**src/rtl/uart_pkg.sv**
```systemverilog
// Shared UART definitions: receiver state encoding, default framing constants
// and the line idle level used by both the RX and TX stages.
package uart_pkg;

    typedef enum logic [2:0] {
        IDLE      = 3'd0,
        START     = 3'd1,
        DATA      = 3'd2,
        STOP      = 3'd3,
        WAIT_IDLE = 3'd4
    } rx_state_t;

    localparam int OVERSAMPLE_DEF = 16;
    localparam int DATA_BITS_DEF  = 8;

    localparam logic IDLE_LEVEL = 1'b1;

    function automatic logic majority3(input logic a, input logic b, input logic c);
        return (a & b) | (a & c) | (b & c);
    endfunction

endpackage

```
**src/rtl/sync_ff2.sv**
```systemverilog
// Two-flop synchronizer for asynchronous pin inputs; the reset value is chosen
// per pin so the synchronized level matches the line's idle state.
module sync_ff2 #(
    parameter logic RESET_VAL = 1'b1
) (
    input  logic clk,
    input  logic rst,
    input  logic d,
    output logic q
);

    logic meta;

    // Metastability filter: two back-to-back flops.
    always_ff @(posedge clk or posedge rst) begin
        if (rst) begin
            meta <= RESET_VAL;
            q    <= RESET_VAL;
        end else begin
            meta <= d;
            q    <= meta;
        end
    end

endmodule

```
**src/rtl/uart_rx.sv**
```systemverilog
// 8N1-style UART receiver with 16x oversampling, 3-sample majority vote per bit
// and a single-entry holding register carrying ready/frame-error/overrun status.
module uart_rx
    import uart_pkg::*;
#(
    parameter int OVERSAMPLE = OVERSAMPLE_DEF,
    parameter int DATA_BITS  = DATA_BITS_DEF
) (
    input  logic                 clk,
    input  logic                 rst,
    input  logic                 tick,
    input  logic                 rx,
    input  logic                 rd,
    output logic [DATA_BITS-1:0] data,
    output logic                 ready,
    output logic                 frame_err,
    output logic                 overrun,
    output logic                 busy
);

    localparam int TW = $clog2(OVERSAMPLE) + 1;
    localparam int BW = $clog2(DATA_BITS);

    localparam logic [TW-1:0] T_LO     = TW'(OVERSAMPLE / 2 - 1);
    localparam logic [TW-1:0] T_MID    = TW'(OVERSAMPLE / 2);
    localparam logic [TW-1:0] T_HI     = TW'(OVERSAMPLE / 2 + 1);
    localparam logic [TW-1:0] T_END    = TW'(OVERSAMPLE);
    localparam logic [BW-1:0] LAST_BIT = BW'(DATA_BITS - 1);

    rx_state_t            state;
    logic                 rx_s;
    logic [TW-1:0]        tick_cnt;
    logic [TW-1:0]        tick_next;
    logic [BW-1:0]        bit_idx;
    logic [2:0]           votes;
    logic [DATA_BITS-1:0] shreg;

    logic in_bit;
    logic bit_end;
    logic stop_point;
    logic bit_vote;
    logic stop_vote;

    sync_ff2 #(
        .RESET_VAL(IDLE_LEVEL)
    ) u_sync (
        .clk(clk),
        .rst(rst),
        .d  (rx),
        .q  (rx_s)
    );

    // Bit timing decode; the stop vote folds in the live sample taken on its last tick.
    always_comb begin
        tick_next  = tick_cnt + TW'(1);
        in_bit     = (state == START) || (state == DATA) || (state == STOP);
        bit_end    = in_bit && tick && (tick_next == T_END);
        stop_point = (state == STOP) && tick && (tick_next == T_HI);
        bit_vote   = majority3(votes[0], votes[1], votes[2]);
        stop_vote  = majority3(votes[0], votes[1], rx_s);
    end

    // Frame sequencer: tick counting, vote capture, shifting and state transitions.
    always_ff @(posedge clk or posedge rst) begin
        if (rst) begin
            state    <= IDLE;
            tick_cnt <= {TW{1'b0}};
            bit_idx  <= {BW{1'b0}};
            votes    <= 3'b000;
            shreg    <= {DATA_BITS{1'b0}};
        end else begin
            if (in_bit && tick) begin
                tick_cnt <= tick_next;
                if (tick_next == T_LO) begin
                    votes[0] <= rx_s;
                end
                if (tick_next == T_MID) begin
                    votes[1] <= rx_s;
                end
                if (tick_next == T_HI) begin
                    votes[2] <= rx_s;
                end
            end
            case (state)
                IDLE: begin
                    if (rx_s != IDLE_LEVEL) begin
                        state    <= START;
                        tick_cnt <= {TW{1'b0}};
                        votes    <= 3'b000;
                    end
                end
                START: begin
                    if (bit_end) begin
                        tick_cnt <= {TW{1'b0}};
                        if (bit_vote) begin
                            state <= IDLE;
                        end else begin
                            state   <= DATA;
                            bit_idx <= {BW{1'b0}};
                        end
                    end
                end
                DATA: begin
                    if (bit_end) begin
                        tick_cnt <= {TW{1'b0}};
                        shreg    <= {bit_vote, shreg[DATA_BITS-1:1]};
                        if (bit_idx == LAST_BIT) begin
                            state <= STOP;
                        end else begin
                            bit_idx <= bit_idx + BW'(1);
                        end
                    end
                end
                STOP: begin
                    // Decide mid stop bit so a back-to-back start edge is not missed.
                    if (stop_point) begin
                        tick_cnt <= {TW{1'b0}};
                        state    <= stop_vote ? IDLE : WAIT_IDLE;
                    end
                end
                WAIT_IDLE: begin
                    if (rx_s == IDLE_LEVEL) begin
                        state <= IDLE;
                    end
                end
                default: begin
                    state <= IDLE;
                end
            endcase
        end
    end

    // Host holding register: completion load, overrun detection and read acknowledge.
    always_ff @(posedge clk or posedge rst) begin
        if (rst) begin
            data      <= {DATA_BITS{1'b0}};
            ready     <= 1'b0;
            frame_err <= 1'b0;
            overrun   <= 1'b0;
        end else if (stop_point) begin
            if (!ready || rd) begin
                data      <= shreg;
                ready     <= 1'b1;
                frame_err <= ~stop_vote;
                if (rd) begin
                    overrun <= 1'b0;
                end
            end else begin
                overrun <= 1'b1;
            end
        end else if (rd) begin
            ready     <= 1'b0;
            frame_err <= 1'b0;
            overrun   <= 1'b0;
        end
    end

    assign busy = (state != IDLE);

endmodule

```
**config.mk**
```make
export PLATFORM = sky130hd
export DESIGN_NAME = uart_rx
export DESIGN_NICKNAME = d
export VERILOG_FILES = /design/src/rtl/uart_pkg.sv /design/src/rtl/sync_ff2.sv /design/src/rtl/uart_rx.sv
export SDC_FILE = /design/constraint.sdc
export NUM_CORES = 1
export LEC_CHECK = 0
export CAP_MARGIN = 15
export CORE_MARGIN = 5
export CORE_UTILIZATION = 40
export DETAILED_ROUTE_END_ITERATION = 8
export GPL_TIMING_DRIVEN = 0
export SLEW_MARGIN = 20
export SYNTH_ARGS = -nofsm -noshare
export SYNTH_HDL_FRONTEND = slang
export SYNTH_SLANG_ARGS = --single-unit
```
**constraint.sdc**
```tcl
create_clock -name clk -period 5.82 [get_ports clk]
set_input_delay 0.873 -clock clk [delete_from_list [all_inputs] [get_ports clk]]
set_output_delay 0.873 -clock clk [all_outputs]
set_load 0.005 [all_outputs]
```
==> impl_metrics.csv <==
group,metric,value,unit
setup_path,worst_ep_required_time,5.95,ns
global_route,grt_usage,0.120,
die,rows,24,
drt,viasPerCell,5.29,
synth,syn_nets,173,
global_route,top_usage_layer,"met2",
final_layout,multiInputGateArea,861,sq um
pwr,netSwitchingPower,0.261,mW
final_layout,area_delta_synth_final,18.2,%
final_layout,register_area,878,sq um
synth,yosys_warnings,0,
pwr,p_comb_frac,0.343,
setup_path,cp-start-kind,"input port",
sta,layout_setup_ws,2.99,ns
setup_path,critPathKind,"in2reg",
drt,vias,1260,
place,place_area,2080,sq um
global_route,grt_max_degree,36,
cts,ctsRootBufferMaster,"clkbuf_8",
synth,synth_ff_type,"dfrtp_1",
synth,synth.distinct_cells,49,
worst_hold_path,holdCritPathClass,"reg2reg",
die,dieHeight,78.0,um
final_layout,num_antenna_cells,0,
flow_run,maxCapViolCount,0,
pwr,finalPower,0.774,mW
cts,htreeDepth,2,
drt,wl_per_cell,14.3,um
final_layout,nets,196,
synth,ys_ff_latch,35,
synth,yosysSeqAreaShare,0.474,
global_route,antenna_found_initial,0,
sta,drv_slew,0,
setup_path,crit_path_end_kind,"flop",
synth,syn_avg_cell_area,11.4,sq um
die,die_area,6090,sq um
die,core_area,4410,sq um
global_route,grt_overflow,0,
die,start_util,0.420,
sta,max_freq,0.354,GHz
place,place_ws,2.73,ns
pwr,netSwitchingFraction,0.337,
sta,tightest_slew,0.722,ns
global_route,grt.met1_usage,0.151,
sta,hold_slack,0.358,ns
place,routabilityCongestion,0.838,
final_layout,final_core_util,0.496,
synth,syn-instance-count,162,
synth,synth-edff-count,0,
cts,clk_latency,0.28,ns
cts,cts_tree,"done",
cts,hold_buffers,0,
pwr,power_leakage,0.961,nW
drt,dr.pass1.iters,4,
cts,cts_resized,0,
sta,period_needed,2.83,ns
final_layout,final_cell_area,2190,sq um
cts,cts_num_sinks,35,
sta,skew,0.00969,ns
final_layout,final_common_cell,"dfrtp_1",
setup_path,crit_fanout,9,
cts,clockBufferDepth,2,
final_layout,layout-drive-gt1-share,0.237,
drt,wl,3410,um
global_route,gr-usage-met3,0.0297,
place,placed_cells,230,
place,portBuffers,16,
pwr,peakVddDrop,175,uV
status,status,"finished, final reports clean",
sta,rsz0062_at_grt,"false",
cts,clk_pin_slew_worst_paths,0.07,ns
final_layout,stdcell_count,238,
global_route,grt_pass1_vias,1324,
cts,post_cts_buffers,0,
pwr,power_density,354,nW/um^2
global_route,grt_pass1_wl,5990,um
sta,slew_headroom,0.518,
drt,drc,0,
pwr,internal_power,0.514,mW
pwr,pwr-share-seq,0.374,
cts,cts_made_buffers,5,
die,top_level_ports,17,
die,dieWidth,78.0,um
sta,finalSetupViolCount,0,
synth,ys_async_sr_fraction,1.00,
global_route,use_met2,0.196,
sta,hold_viol_final,0,
place,detailedPlacementHpwl,2510,um
final_layout,fill_cells,379,
setup_path,cp_data_arrival_time,2.96,ns
sta,timing.final.crit_share,0.486,
pwr,power.clock.fraction,0.284,
drt,drtAntennaViolNets,0,
final_layout,final_cell_mix,"33 x dfrtp_1, 17 x mux2_2, 16 x clkdlybuf4s50_1",
drt,first_iter_violations,101,
sta,setup_tns,0,ns
synth,syn_area,1850,sq um
path summary, 6_finish.rpt:
| path | from | end | slack [ns] | depth (start not counted) |
|---|---|---|---|---|
| worst max-delay path | tick | tick_cnt[2] | 2.99 | 7 |
| worst min-delay path | u_sync.meta | u_sync.q | 0.36 | 0 |
| worst max register to register | tick_cnt[0] | data[7] | 3.31 | 6 |
| worst min register to register | u_sync.meta | u_sync.q | 0.36 | 0 |
| max in group asynchronous | rst | state[2] | 4.33 | 2 |
| min in group asynchronous | rst | data[6] | 1.03 | 2 |
Yosys cell counts, types with 2 or more instances:
cell type  instances  area, sq um
inv_1             10         37.5
buf_6              3         33.8
dfstp_2            2         52.6
nor2b_1            6         37.5
xor2_1             2         17.5
dfrtp_1           33          826
a22o_1             2         17.5
a21oi_1            9         45.0
o22a_1             2         17.5
ha_1               6         75.1
nand3_1            6         30.0
nand2_1            6         22.5
o21ai_0            6         30.0
mux2_2            17          191
nor3_1             3         15.0
xnor2_1            4         35.0
nor2_1            13         48.8
critical path, stage by stage:
cell and delay [ns]:
clkdlybuf4s50_1 0.53, nor2b_1 0.25, nor2b_1 0.16, buf_2 0.22
a41oi_1 0.17, a311oi_1 0.64, nor2_1 0.12
routing by layer:
metal | up-vias | routed length (um)
li1 | 619 | -
met1 | 616 | 1650
met2 | 17 | 1600
met3 | 8 | 97
met4 | 0 | 62
met5 | - | 0
cells by family after synthesis:
logic type,after synthesis,synth area share
xor gates and xnor gates,7,0.0432
buffers and inverters,16,0.0608
DFF,35,0.474
and+or+nand+nor,47,0.143
AOI/OAI and AO/OA,33,0.130
adders and majority gates,7,0.0459
muxes,17,0.103
flip-flops by register name, indices dropped and copies added, names as in the netlist, 3 cells and up:
name,cells
shreg,8
data,8
bit_idx,3
state,3
votes,3
tick_cnt,5
layout make-up:
cell class                      instances  area share
Clock buffer                            5      0.0314
Timing Repair Buffer                   16      0.0731
Sequential cell                        35       0.401
Inverter                               10      0.0171
Multi-Input combinational cell        111       0.393
Buffer                                  6      0.0343
Tap cell                               52      0.0297
Clock inverter                          3      0.0200
power by group through the flow:
stage          clock [mW]  sequential (mW)  combinational (mW)
2_1_floorplan           0            0.289               0.210
3_3_place_gp            0            0.292               0.260
4_1_cts             0.224            0.289               0.267
6_report            0.220            0.289               0.265
5_1_grt             0.235            0.293               0.296
3_5_place_dp            0            0.293               0.267
Power figures use the tool's default switching activity.
